[src/rtl/spi_master.sv]
// SPI master, mode 0/1 selectable by CPHA, LSB-first byte transfers with sclk half-period DIV.
// Define SPI_MASTER_BURST_EN to chain back-to-back bytes inside one ss_n frame.
module spi_master #(
    parameter int CPHA = 0,
    parameter int DIV  = 4
) (
    input  logic       clk,
    input  logic       rst_n,
    input  logic       tx_valid,
    output logic       tx_ready,
    input  logic [7:0] tx_data,
    output logic       rx_valid,
    output logic [7:0] rx_data,
    output logic       busy,
    output logic       ss_n,
    output logic       sclk,
    output logic       mosi,
    input  logic       miso
);

    typedef enum logic [2:0] {
        S_IDLE  = 3'd0,
        S_SETUP = 3'd1,
        S_XFER  = 3'd2,
        S_HOLD  = 3'd3,
        S_GAP   = 3'd4
    } state_t;

    localparam logic [7:0] DIV_RELOAD = 8'(DIV - 1);

    state_t     state_q, state_d;
    logic [7:0] div_cnt_q, div_cnt_d;
    logic [3:0] edge_cnt_q, edge_cnt_d;
    logic [7:0] tx_sh_q, tx_sh_d;
    logic [7:0] rx_sh_q, rx_sh_d;
    logic [7:0] rx_data_q, rx_data_d;
    logic       rx_valid_q, rx_valid_d;
    logic       ss_n_q, ss_n_d;
    logic       sclk_q, sclk_d;
    logic       mosi_q, mosi_d;
    logic       busy_q, busy_d;
    logic       tx_ready_q, tx_ready_d;

    logic       accept_s;
    logic       tick_s;
    logic       last_edge_s;
    logic       rising_s;
    logic       sample_s;
    logic       drive_s;

    // In CPHA=0 bit0 leaves on mosi immediately, so the shifter holds the remaining bits.
    function automatic logic [7:0] load_shift(input logic [7:0] d);
        return (CPHA == 0) ? {1'b0, d[7:1]} : d;
    endfunction

    function automatic logic load_mosi(input logic [7:0] d);
        return (CPHA == 0) ? d[0] : 1'b0;
    endfunction

    assign accept_s    = tx_valid & tx_ready_q;
    assign tick_s      = (div_cnt_q == 8'd0);
    assign last_edge_s = (edge_cnt_q == 4'd15);
    assign rising_s    = ~edge_cnt_q[0];
    assign sample_s    = (CPHA == 0) ? rising_s : ~rising_s;
    assign drive_s     = (CPHA == 0) ? (~rising_s & ~last_edge_s) : rising_s;

    // Next-state and datapath logic for the frame sequencer.
    always_comb begin
        state_d    = state_q;
        div_cnt_d  = div_cnt_q;
        edge_cnt_d = edge_cnt_q;
        tx_sh_d    = tx_sh_q;
        rx_sh_d    = rx_sh_q;
        rx_data_d  = rx_data_q;
        rx_valid_d = 1'b0;
        ss_n_d     = ss_n_q;
        sclk_d     = sclk_q;
        mosi_d     = mosi_q;
        busy_d     = busy_q;

        case (state_q)
            S_IDLE: begin
                ss_n_d     = 1'b1;
                sclk_d     = 1'b0;
                mosi_d     = 1'b0;
                busy_d     = 1'b0;
                div_cnt_d  = 8'd0;
                edge_cnt_d = 4'd0;
                if (accept_s) begin
                    state_d   = S_SETUP;
                    ss_n_d    = 1'b0;
                    busy_d    = 1'b1;
                    div_cnt_d = DIV_RELOAD;
                    tx_sh_d   = load_shift(tx_data);
                    mosi_d    = load_mosi(tx_data);
                end else begin
                    state_d = S_IDLE;
                end
            end

            S_SETUP, S_XFER: begin
                if (tick_s) begin
                    sclk_d     = ~sclk_q;
                    div_cnt_d  = DIV_RELOAD;
                    edge_cnt_d = edge_cnt_q + 4'd1;
                    state_d    = S_XFER;
                    if (sample_s) begin
                        rx_sh_d = {miso, rx_sh_q[7:1]};
                    end else begin
                        rx_sh_d = rx_sh_q;
                    end
                    if (drive_s) begin
                        mosi_d  = tx_sh_q[0];
                        tx_sh_d = {1'b0, tx_sh_q[7:1]};
                    end else begin
                        mosi_d  = mosi_q;
                    end
                    if (last_edge_s) begin
                        rx_data_d  = rx_sh_d;
                        rx_valid_d = 1'b1;
`ifdef SPI_MASTER_BURST_EN
                        // Next byte restarts edge numbering on the same cadence.
                        if (accept_s) begin
                            state_d = S_XFER;
                            tx_sh_d = load_shift(tx_data);
                            mosi_d  = (CPHA == 0) ? tx_data[0] : mosi_q;
                        end else begin
                            state_d = S_HOLD;
                        end
`else
                        state_d = S_HOLD;
`endif
                    end else begin
                        rx_valid_d = 1'b0;
                    end
                end else begin
                    div_cnt_d = div_cnt_q - 8'd1;
                end
            end

            S_HOLD: begin
                if (tick_s) begin
                    state_d   = S_GAP;
                    ss_n_d    = 1'b1;
                    busy_d    = 1'b0;
                    mosi_d    = 1'b0;
                    div_cnt_d = DIV_RELOAD;
                end else begin
                    div_cnt_d = div_cnt_q - 8'd1;
                end
            end

            S_GAP: begin
                if (tick_s) begin
                    state_d   = S_IDLE;
                    div_cnt_d = 8'd0;
                end else begin
                    div_cnt_d = div_cnt_q - 8'd1;
                end
            end

            default: begin
                state_d    = S_IDLE;
                ss_n_d     = 1'b1;
                sclk_d     = 1'b0;
                mosi_d     = 1'b0;
                busy_d     = 1'b0;
                div_cnt_d  = 8'd0;
                edge_cnt_d = 4'd0;
            end
        endcase

`ifdef SPI_MASTER_BURST_EN
        // Ready is registered, so open the burst window one cycle ahead of edge 16.
        tx_ready_d = (state_d == S_IDLE) ||
                     ((state_q == S_XFER) && last_edge_s && (div_cnt_q == 8'd1));
`else
        tx_ready_d = (state_d == S_IDLE);
`endif
    end

    // State and output registers with synchronous active-low reset.
    always_ff @(posedge clk) begin
        if (!rst_n) begin
            state_q    <= S_IDLE;
            div_cnt_q  <= 8'd0;
            edge_cnt_q <= 4'd0;
            tx_sh_q    <= 8'd0;
            rx_sh_q    <= 8'd0;
            rx_data_q  <= 8'h00;
            rx_valid_q <= 1'b0;
            ss_n_q     <= 1'b1;
            sclk_q     <= 1'b0;
            mosi_q     <= 1'b0;
            busy_q     <= 1'b0;
            tx_ready_q <= 1'b0;
        end else begin
            state_q    <= state_d;
            div_cnt_q  <= div_cnt_d;
            edge_cnt_q <= edge_cnt_d;
            tx_sh_q    <= tx_sh_d;
            rx_sh_q    <= rx_sh_d;
            rx_data_q  <= rx_data_d;
            rx_valid_q <= rx_valid_d;
            ss_n_q     <= ss_n_d;
            sclk_q     <= sclk_d;
            mosi_q     <= mosi_d;
            busy_q     <= busy_d;
            tx_ready_q <= tx_ready_d;
        end
    end

    assign tx_ready = tx_ready_q;
    assign rx_valid = rx_valid_q;
    assign rx_data  = rx_data_q;
    assign busy     = busy_q;
    assign ss_n     = ss_n_q;
    assign sclk     = sclk_q;
    assign mosi     = mosi_q;

endmodule
[config.mk]
export PLATFORM = sky130hd
export DESIGN_NAME = spi_master
export DESIGN_NICKNAME = d
export VERILOG_FILES = /design/src/rtl/spi_master.sv
export SDC_FILE = /design/constraint.sdc
export NUM_CORES = 1
export LEC_CHECK = 0
export ABC_AREA = 1
export BUFFER_PORTS_ARGS = -buffer_cell sky130_fd_sc_hd__buf_2
export CORE_MARGIN = 2
export CORE_UTILIZATION = 35
export DETAILED_ROUTE_END_ITERATION = 7
export PLACE_DENSITY = 0.62
export SLEW_MARGIN = 10
export SYNTH_ARGS = -nofsm -noshare
export SYNTH_HDL_FRONTEND = slang
export SYNTH_SLANG_ARGS = --single-unit
[constraint.sdc]
create_clock -name clk -period 4.4 [get_ports clk]
set_clock_uncertainty 0.1 [all_clocks]
set_input_delay 0.44 -clock clk [delete_from_list [all_inputs] [get_ports clk]]
set_output_delay 0.44 -clock clk [all_outputs]
set_load 0.01 [all_outputs]
Word-level counts from Yosys, hierarchy flattened --
Index checks and enable logic that the tools add are counted.
Operators by class: add/subtract/negate cells 2, multiply operators 0, div/mod/pow operators 0, order comparisons 0, equality and inequality tests 9, shifts and indexed selects 0, multiplexer cells 30, bitwise operators 7, reductions and logical operators 15
Operators with widths (count):
- $mux 8 | 6
- $pmux 8 s3 | 1
- $pmux 8 s2 | 1
- $pmux 3 s4 | 1
- $mux 1 | 11
- $mux 3 | 3
- $logic_not 8->1 | 1
- $ne 2x2->1 const B | 4
- $pmux 4 s2 | 1
- $reduce_and 4->1 | 2
- $sub 8x1->8 const B | 1
- $eq 3x2->1 const B | 2
- $logic_not 3->1 | 2
- $pmux 1 s3 | 2
- $reduce_and 2->1 | 3
- $reduce_and 3->1 | 2
- $reduce_or 3->1 | 2
- $not 1->1 | 5
- $add 4x1->4 const B | 1
- $eq 4x4->1 const B | 1
- $mux 4 | 1
- $pmux 1 s4 | 1
- $reduce_or 2->1 | 2
- $eq 3x1->1 const B | 1
- 5 further kinds | 6
Storage, ports and cells: bits in registers 45, bits in latches 0, bits in writable memories 0, ROM bits 0, output and inout bits 14, word-level logic and storage cells 75, memories 0

Longest topological paths before layout --
Gate-level depths: netlist (run 1).
depth in word-level cells 6, depth in mapped cells 11

Least setup slack after synthesis (run 1) --
OpenSTA, ideal clock, no wires.
kind flip-flop to flip-flop, start register div_cnt_q[0], end register mosi_q, in the netlist mosi, arrival time 1.246 ns, data required time 4.185 ns, slack 2.939 ns, cell stages (with the launch flop) 11, path buffers 1, clock period less this slack 1.461 ns, cell sequence dfxtp_1 inv_1 ha_1 nand2_2 nor2_8 buf_6 nor2_1 nor2_1 nand3b_1 nand2_1 nor2_1
Between the ends: longest elaborated chain between the ends 3, elaborated cells between the ends (all ways) 4, classes of those cells eq/ne (2); reduce/logical (2)
RTL lines:
- start, declared | RTL line 32 | logic [7:0] div_cnt_q, div_cnt_d;
- start signal, assigned | RTL line 199 | div_cnt_q <= div_cnt_d;
- $logic_not 8->1 * | RTL line 61 | assign tick_s = (div_cnt_q == 8'd0);
- $ne 2x2->1 (no line)
- $reduce_and 4->1 (no line) *
- end signal, assigned | RTL line 207 | mosi_q <= mosi_d;
- end, declared | RTL line 40 | logic mosi_q, mosi_d;
Every way passes the cells marked *; elsewhere a longest branch is shown, timed or not. A chain may end at the register's enable or synchronous reset.

Worst setup path after layout (run 1) --
start register edge_cnt_q[0], end register tx_sh_q[1]
Between the ends: longest elaborated chain between the ends 5
RTL lines:
- start, declared | RTL line 33 | logic [3:0] edge_cnt_q, edge_cnt_d;
- start signal, assigned | RTL line 200 | edge_cnt_q <= edge_cnt_d;
- $eq 4x4->1 | RTL line 62 | assign last_edge_s = (edge_cnt_q == 4'd15);
- $not 1->1 | RTL line 65 | assign drive_s = (CPHA == 0) ? (~rising_s & ~last_edge_s) : rising_s;
- $and 1x1->1 * | RTL line 65
- $ne 2x2->1 (no line) *
- $reduce_and 4->1 (no line) *
- end signal, assigned | RTL line 201 | tx_sh_q <= tx_sh_d;
- end, declared | RTL line 34 | logic [7:0] tx_sh_q, tx_sh_d;
Marked as above.

==> flow_metrics.tcl, run 1 <==
set metrics [dict create \
    cts_buffers 5 \
    pwr-share-seq_pct 45.0 \
    setup_viol 0 \
    outcome "complete, no violations" \
    cts_max_path_buffers 2 \
    grt_setup_unrepaired "false" \
    cts_tree "built" \
    p_sw_share_pct 31.8 \
    ys_warn_count 0 \
    clkSlewWorstSetupHoldPaths_ns 0.09 \
    syn_nets 306 \
    grt_pass1_vias 1761 \
    antenna_cells 0 \
    io_buffers 25 \
    clock_latency_ns 0.30 \
    hold_end "tx_sh_q[6]$_SDFFE_PN0P_" \
    grt_pass1_wl_um 7600 \
    wl_per_cell_um 10.5 \
    critPathMaxFanout 20 \
    worstMarginPinSlew_ns 0.551 \
    ys_seq_area_share_pct 40.2 \
    cts_setup_buffers 0 \
    dieArea_um2 6900 \
    hold_viol_final 0 \
    slew_viol_final 0 \
    critical_path_required_ns 4.50 \
    seqCellArea_um2 881 \
    dieHeight_um 83.1 \
    overflow 0 \
    ios 26 \
    synth_cell_types 33 \
    fmax_mhz 502 \
    setup.worst_path.end_class "register" \
    fp-row-count 28 \
    cts_num_sinks 44 \
    cts_hold_buf 0 \
    cellLeakagePower_nw 1.14 \
    p_per_area_nw_per_um2 411 \
    area_growth_pct 11.7 \
    cts-root-buf "clkbuf_8" \
    intPower_uw 686 \
    final_common_cell "nand2_1" \
    switching_power_uw 319 \
    antenna_found_initial 0 \
    maxSlewHeadroom_pct 63.2 \
    r2r_start "edge_cnt_q[0]$_SDFFE_PN0P_" \
    place.gp.congestion 0.832 \
    htreeDepth 2 \
    fin_setup_tns_ns 0 \
    drc 0 \
    drive_gt1_share_pct 19.4 \
    cts_resized 0 \
    max_cap_viol_count 0 \
    r2r_end "tx_sh_q[1]$_SDFFE_PN0P_" \
    coreArea_um2 5990 \
    min_path_type "primary input to register" \
    synth.avg_cell_area_um2 7.52 \
    cpMaxStageDelayCell "dfxtp_1" \
    worstPathArrival_ns 2.09 \
    drtIter0Drc 61 \
    dpl.hpwl_um 2850 \
    final_cell_mix "nand2_1, dfxtp_1, nor2_1" \
    netlist_instances 291 \
    nFillCells 627 \
    crit_type "register to register" \
    vias_per_cell 4.50 \
    whs_path_depth 3 \
    pwr-share-clk_pct 31.5 \
    drt_pass1_iterations 4 \
    reg2reg_slack_ns 2.41 \
    fin_ws_ns 2.41 \
    die_width_um 83.1 \
    grt_max_degree 31 \
    grt_use_total_pct 13.0 \
    finalWirelength_um 4090 \
    power_frac_comb_pct 23.5 \
    antenna_left 0 \
    cp-startpoint "edge_cnt_q[0]$_SDFFE_PN0P_" \
    pre_cts_slack_ns 2.45 \
    multiInputGateArea_um2 1080 \
    finalNetCount 328 \
    vdd_drop_max_mv 0.158 \
    num_vias 1749 \
    crit_path_start_kind "register" \
    min_period_ns 1.99 \
    hp-start "tx_data[7]" \
    rr_worst_depth 8 \
    mappedNetlistArea_um2 2190 \
    path_cells "ha_1 -> nand3_1 -> nand2_1 -> nor2_4 -> o21ai_4 -> nand2_1 -> nand2_1 -> nor2_1" \
    cpMostUsedCell "nand2_1" \
    crit_path_max_incr_delay_ns 0.68 \
    synth_seq_cells 44 \
    period_share_pct 45.3 \
    initial_core_util_pct 36.5 \
]
[per-stage QoR]
stage                     util, %  total power, mW  hold slack, ns  cell area (um^2)  instances
after floorplan                 -            0.667           0.344              2190        291
after global placement       38.9            0.696           0.332              2330        381
after detailed placement     38.9            0.699           0.334              2330        381
after CTS                    40.8             1.02           0.290              2450        389
after global routing         40.8             1.07           0.309              2450        389
final                        40.8             1.01           0.302              2450        389
[worst max-delay path: cells and delay by family, from the launching register on]
family	cells	cell delay, ns
and+or+nand+nor	6	0.55
DFF	1	0.68
adders and majority gates	1	0.28
AOI/OAI and AO/OA	1	0.29
[layout make-up]
type | count | share of cell area (%)
multi-input cells | 198 | 44.2
inverters | 39 | 6.09
clock inverters | 3 | 1.89
repair buffers | 25 | 5.12
well taps | 75 | 3.84
clock buffers | 5 | 2.81
flip-flops and latches | 44 | 36.0
[worst max path at each step]
stage	end	slack, ns	cells after the start
6_report	tx_sh_q[1]$_SDFFE_PN0P_	2.41	8
5_1_grt	tx_sh_q[4]$_SDFFE_PN0P_	2.15	8
4_1_cts	tx_sh_q[1]$_SDFFE_PN0P_	2.39	8
3_5_place_dp	tx_sh_q[0]$_SDFFE_PN0P_	2.45	8
3_3_place_gp	tx_sh_q[0]$_SDFFE_PN0P_	2.49	8
2_1_floorplan	mosi$_SDFFE_PN0P_	2.94	10
[flip-flops by register name, indices dropped and copies added (netlist names), 3 cells and up]
name        flops
div_cnt_q       8
rx_data         8
rx_sh_q         8
tx_sh_q         7
edge_cnt_q      4
state_q         3
[layer usage]
layer / routed length, um / up-vias / GRT usage [%]
met5: 0 / - / 0
met4: 36 / 0 / 3.87
met3: 195 / 4 / 3.38
met2: 1870 / 32 / 22.7
met1: 1980 / 758 / 15.7
li1: - / 955 / -
[kinds of logic after synthesis]
family	share of synthesized area, %
AND/OR/NAND/NOR	28.9
AO/OA/AOI/OAI	15.1
buffers and inverters	10.3
flip-flops	40.2
XOR/XNOR	3.20
adder cells (fa/ha/maj)	1.71
multiplexers	0.514
[cells in the mapped netlist, drive strengths merged]
cell type | instances | area (um^2)
o211ai | 1 | 7.51
xnor2 | 4 | 35.0
nand3b | 1 | 7.51
nor3 | 2 | 10.0
nand2 | 63 | 277
mux2 | 1 | 11.3
buf | 8 | 70.1
a21oi | 23 | 123
ha | 3 | 37.5
nor2 | 49 | 257
nand4 | 2 | 12.5
clkbuf | 2 | 7.51
nand3 | 8 | 70.1
dfxtp | 44 | 881
clkinv | 1 | 3.75
o21ai | 37 | 200
xor2 | 4 | 35.0
inv | 38 | 145
[power groups by stage]
stage | clock network [mW] | registers (mW) | logic, mW
floorplan | 0 | 0.457 | 0.210
global placement | 0 | 0.461 | 0.235
detailed placement | 0 | 0.462 | 0.237
CTS | 0.329 | 0.453 | 0.239
global route | 0.341 | 0.458 | 0.275
finish | 0.317 | 0.452 | 0.237
Power figures use the tool's default switching activity.
==> run 2, diff against run 1 <==
Clock period 4.4 ns to 2 ns, I/O delays scaled along.
==> flow_metrics.tcl, run 2 (synthesis results as in run 1) <==
set metrics [dict create \
    outcome "complete, no violations" \
    power_frac_comb_pct 24.1 \
    grt_max_degree 23 \
    coreArea_um2 5990 \
    cts_buffers 5 \
    hold_viol_final 0 \
    utilization_pct 41.1 \
    cpMaxStageDelayCell "dfxtp_1" \
    antenna_left 0 \
    path_delay_family "simple AND/OR/NAND/NOR gates" \
    whs_ns 0.0678 \
    place.gp.congestion 0.798 \
    switching_power_uw 704 \
    crit_path_start_kind "register" \
    nFillCells 610 \
    setup.worst_path.end_class "register" \
    antenna_found_initial 0 \
    htreeDepth 2 \
    initial_core_util_pct 36.5 \
    finalPower_mw 2.22 \
    whs_path_depth 3 \
    antenna_cells 0 \
    num_vias 1775 \
    dieHeight_um 83.1 \
    vdd_drop_max_mv 0.416 \
    r2r_end "rx_data[0]$_SDFFE_PN0P_" \
    die_width_um 83.1 \
    worstMarginPinSlew_ns 0.349 \
    min_path_type "primary input to register" \
    cts_setup_buffers 0 \
    wl_per_cell_um 10.4 \
    crit_buf_inv 1 \
    cts-root-buf "clkbuf_8" \
    dieArea_um2 6900 \
    final_common_cell "nand2_1" \
    rr_worst_depth 7 \
    critical_path_required_ns 2.09 \
    min_period_ns 1.69 \
    cts_tree "built" \
    pwr-share-seq_pct 44.4 \
    ios 26 \
    dpl.hpwl_um 2970 \
    cts_resized 0 \
    clock_latency_ns 0.30 \
    hp-start "tx_data[7]" \
    area_growth_pct 12.4 \
    drive_gt1_share_pct 19.9 \
    final_cell_mix "nand2_1, dfxtp_1, nor2_1" \
    cellLeakagePower_nw 1.15 \
    p_sw_share_pct 31.7 \
    p_per_area_nw_per_um2 902 \
    finalNetCount 330 \
    drt_pass1_iterations 4 \
    cts_max_path_buffers 2 \
    period_share_pct 84.5 \
    crit_type "register to register" \
    intPower_mw 1.52 \
    crit_path_max_incr_delay_ns 0.31 \
    dr.max_layer_used "met4" \
    path_cells "inv_1 -> ha_1 -> nand2_2 -> nor2_8 -> nand3_4 -> o21ai_0 -> a21oi_1" \
    clkSlewWorstSetupHoldPaths_ns 0.09 \
    overflow 0 \
    worstPathArrival_ns 1.78 \
    hold_end "tx_sh_q[6]$_SDFFE_PN0P_" \
    cts_num_sinks 44 \
    max_cap_viol_count 0 \
    finalWirelength_um 4050 \
    critPathMaxFanout 18 \
    fmax_mhz 592 \
    cts_hold_buf 0 \
    reg2reg_slack_ns 0.31 \
    dr_wl_met2_um 1790 \
    met3_wirelength_um 146 \
    drc 0 \
    fin_setup_tns_ns 0 \
    r2r_start "div_cnt_q[0]$_SDFF_PN0_" \
    drtIter0Drc 66 \
    pwr-share-clk_pct 31.5 \
    grt_pass1_wl_um 7330 \
    met1Wirelength_um 2070 \
    setup_viol 0 \
    slew_viol_final 0 \
    fp-row-count 28 \
    io_buffers 25 \
    grt_use_total_pct 12.7 \
    vias_per_cell 4.54 \
    grt_setup_unrepaired "false" \
    grt_pass1_vias 1636 \
    maxSlewHeadroom_pct 76.6 \
]
run 2: cell count changes in the layout (fill, tap and decap cells not counted), sizes merged:
cell	previous run	this run
buf	25	27
run 2: worst max-delay path by stage:
stage	slack, ns	startpoint	end	depth (start not counted)
2_1_floorplan	0.54	div_cnt_q[0]$_SDFF_PN0_	mosi$_SDFFE_PN0P_	10
3_3_place_gp	0.36	div_cnt_q[0]$_SDFF_PN0_	rx_data[0]$_SDFFE_PN0P_	7
3_5_place_dp	0.30	div_cnt_q[0]$_SDFF_PN0_	rx_data[0]$_SDFFE_PN0P_	7
4_1_cts	0.30	div_cnt_q[0]$_SDFF_PN0_	rx_data[0]$_SDFFE_PN0P_	7
5_1_grt	0.14	div_cnt_q[0]$_SDFF_PN0_	rx_data[0]$_SDFFE_PN0P_	7
6_report	0.31	div_cnt_q[0]$_SDFF_PN0_	rx_data[0]$_SDFFE_PN0P_	7
run 2: cell type report:
class / instances / area [um^2] / share of cell area (%)
clock inverter: 3 / 46.3 / 1.88
timing repair buffer: 27 / 140 / 5.69
sequential: 44 / 881 / 35.8
inverter: 39 / 149 / 6.05
tap: 75 / 93.8 / 3.81
clock buffer: 5 / 68.8 / 2.80
multi-input combinational: 198 / 1080 / 44.0
run 2: per-stage QoR:
stage / instances / area [um^2] / setup slack [ns]
2_1_floorplan: 291 / 2190 / 0.539
3_3_place_gp: 383 / 2350 / 0.363
3_5_place_dp: 383 / 2350 / 0.301
4_1_cts: 391 / 2460 / 0.296
5_1_grt: 391 / 2460 / 0.141
6_report: 391 / 2460 / 0.310
run 2: power groups by stage:
stage / Sequential [mW] / Combinational [mW] / Clock, mW
after floorplan: 1.00 / 0.462 / 0
after global placement: 1.00 / 0.532 / 0
after detailed placement: 1.01 / 0.541 / 0
after CTS: 0.986 / 0.542 / 0.730
after global routing: 0.996 / 0.622 / 0.759
final: 0.985 / 0.536 / 0.698
run 2: worst reg2reg max path, delay by kind of cell, from the launching register on:
| family | cells | cell delay, ns |
|---|---|---|
| fa+ha+maj | 1 | 0.17 |
| simple gates | 3 | 0.60 |
| compound gates | 2 | 0.32 |
| flops | 1 | 0.31 |
| buf+inv | 1 | 0.10 |
run 2: per-layer routing:
metal	vias to the layer above	global-route usage (%)
li1	957	-
met1	786	16.8
met2	27	20.4
met3	5	3.18
met4	0	3.58
met5	-	0
==> run 3, diff against run 2 <==
Settings changed: ABC_AREA 1 to 0, PLACE_DENSITY 0.62 to 0.63.
Clock period 2 ns to 1.54 ns, I/O delays scaled along.
==> flow_metrics.tcl, run 3 <==
set metrics [dict create \
    grt_max_degree 24 \
    max_cap_viol_count 0 \
    clkSlewWorstSetupHoldPaths_ns 0.09 \
    dpl.hpwl_um 3980 \
    intPower_mw 2.58 \
    critical_path_required_ns 1.63 \
    num_vias 2204 \
    syn_nets 264 \
    hold_end "tx_sh_q[6]$_SDFFE_PN0P_" \
    worstPathArrival_ns 2.01 \
    crit_type "register to register" \
    setup.worst_path.end_class "register" \
    grt_pass1_vias 2009 \
    synth_most_common_cell "dfxtp_1" \
    overflow 0 \
    cts_hold_buf 0 \
    grt_pass1_wl_um 9480 \
    violations "setup timing" \
    worstMarginPinSlew_ns 0.426 \
    ys_seq_area_share_pct 40.7 \
    setup_viol 44 \
    drt_pass1_iterations 4 \
    yosys.area.top_type_share_pct 40.7 \
    htreeDepth 2 \
    coreArea_um2 5960 \
    synth_cell_types 49 \
    cts_max_path_buffers 2 \
    cts-root-buf "clkbuf_8" \
    maxSlewHeadroom_pct 70.9 \
    grt_setup_unrepaired "true" \
    io_buffers 25 \
    mappedNetlistArea_um2 2170 \
    antenna_cells 0 \
    crit_path_start_kind "register" \
    synth_seq_cells 44 \
    drc 0 \
    drive_gt1_share_pct 49.6 \
    yosys-top-cells-count "dfxtp_1, a21oi_1, nand3_1" \
    ios 26 \
    synth_edf_count 0 \
    p_sw_share_pct 33.1 \
    final_cell_mix "buf_4, dfxtp_1, buf_2" \
    power_frac_comb_pct 42.6 \
    switching_power_mw 1.28 \
    place.gp.congestion 0.820 \
    utilization_pct 56.2 \
    antenna_found_initial 0 \
    r2r_end "sclk$_SDFFE_PN0P_" \
    grt_use_total_pct 18.1 \
    area_growth_pct 54.4 \
    cts_tree "built" \
    hp-start "tx_data[7]" \
    min_period_ns 1.92 \
    cts_num_sinks 44 \
    cellLeakagePower_nw 1.32 \
    fmax_mhz 521 \
    die_width_um 82.7 \
    period_share_pct 125 \
    fin_ws_ns -0.380 \
    clock_latency_ns 0.31 \
    drtIter0Drc 94 \
    dieHeight_um 82.7 \
    cts_buffers 5 \
    outcome "complete, but fails checks" \
    finalWirelength_um 5990 \
    synth.avg_cell_area_um2 8.70 \
    hold_viol_final 0 \
    critPathMaxFanout 3 \
    final_common_cell "buf_4" \
    pwr-share-seq_pct 33.4 \
    vdd_drop_max_mv 0.568 \
    rr_worst_depth 7 \
    min_path_type "primary input to register" \
    whs_path_depth 3 \
    antenna_left 0 \
    r2r_start "div_cnt_q[1]$_SDFF_PN0_" \
    reg2reg_slack_ns -0.38 \
    fp-row-count 28 \
    finalPower_mw 3.86 \
    finalNetCount 351 \
    initial_core_util_pct 36.4 \
    async_flop_share_pct 0 \
    yosys.area.top_type "dfxtp_1" \
    synthTopCellsByArea "dfxtp_1, a21oi_1, nand3_1" \
    wl_per_cell_um 14.5 \
    ys_warn_count 0 \
    netlist_instances 249 \
    p_per_area_nw_per_um2 1160 \
    pwr-share-clk_pct 24.0 \
    ys.flop_type "dfxtp_1" \
    slew_viol_final 0 \
    dieArea_um2 6830 \
    vias_per_cell 5.35 \
]
## run 3: cell count changes after synthesis, sizes merged, moves of 6 or more
cell    change
nand2      -54
inv        -35
nor2       -33
o21ai      -17
nand3      +15
a211oi      +9
clkbuf      +9
mux2i       +8
and2        +6
## run 3: worst max-delay path by stage
stage                                  startpoint                          to  slack (ns)  depth (start not counted)
final                     div_cnt_q[1]$_SDFF_PN0_           sclk$_SDFFE_PN0P_       -0.38                          7
after global routing      div_cnt_q[3]$_SDFF_PN0_  edge_cnt_q[3]$_SDFFE_PN0P_       -0.43                          6
after CTS                 div_cnt_q[1]$_SDFF_PN0_  edge_cnt_q[3]$_SDFFE_PN0P_       -0.39                          7
after detailed placement  div_cnt_q[1]$_SDFF_PN0_  edge_cnt_q[3]$_SDFFE_PN0P_       -0.37                          7
after global placement    div_cnt_q[1]$_SDFF_PN0_  edge_cnt_q[3]$_SDFFE_PN0P_       -0.31                          7
after floorplan           div_cnt_q[1]$_SDFF_PN0_  edge_cnt_q[3]$_SDFFE_PN0P_       -0.25                          7
## run 3: stage by stage
step	TNS, ns	hold slack (ns)	cells	worst slack (ns)	cell area [um^2]
after CTS	-10.78	0.00104	407	-0.389	3140
after global placement	-8.54	0.332	390	-0.311	2840
after global routing	-14.68	0.0214	412	-0.428	3340
after floorplan	-5.38	0.212	249	-0.246	2240
after detailed placement	-9.28	0.337	390	-0.368	2840
final	-11.64	0.00737	412	-0.380	3340
## run 3: cell type report
cell class                 count  area, um^2
clock buffer                   5        68.8
timing repair buffer          96         764
clock inverter                 3        46.3
fill                         558        2610
sequential                    44         893
inverter                       5        18.8
multi-input combinational    184        1460
tap                           75        93.8
## run 3: per-layer routing
metal / track usage (%) / vias up / part of all wire, %
met5: 0 / - / 0
met3: 2.93 / 6 / 3.6
met4: 5.41 / 0 / 1.2
li1: - / 1099 / -
met2: 28.5 / 47 / 47
met1: 25.5 / 1052 / 48
## run 3: cell families after synthesis
kind of cell / Yosys count / share of synthesized area, %
and+or+nand+nor: 76 / 19.6
adders and majority gates: 3 / 1.73
xor gates and xnor gates: 8 / 3.23
DFF: 44 / 40.7
AOI/OAI and AO/OA: 83 / 23.9
buffers and inverters: 21 / 4.04
muxes: 14 / 6.82
## run 3: critical path: stages, from the launching register on
cell and delay, ns:
dfxtp_2 0.33, inv_2 0.07, ha_4 0.12, or3b_4 0.39, buf_6 0.13, o31a_1 0.27
nor4b_2 0.29, a311oi_1 0.09
## run 3: power by group through the flow
| stage | registers [mW] | clock network (mW) | logic (mW) |
|---|---|---|---|
| final | 1.29 | 0.929 | 1.65 |
| after global routing | 1.30 | 0.997 | 1.77 |
| after CTS | 1.29 | 0.952 | 1.48 |
| after detailed placement | 1.31 | 0 | 1.23 |
| after global placement | 1.31 | 0 | 1.22 |
| after floorplan | 1.30 | 0 | 0.677 |
## run 3: timing repair
action / in CTS / in global routing
pin swaps: 21 / 19
setup endpoints to repair: 42 / 44
hold endpoints to repair: 0 / 0
setup buffers: 9 / 6
gates resized for setup: 35 / 35
cloned: 0 / 1
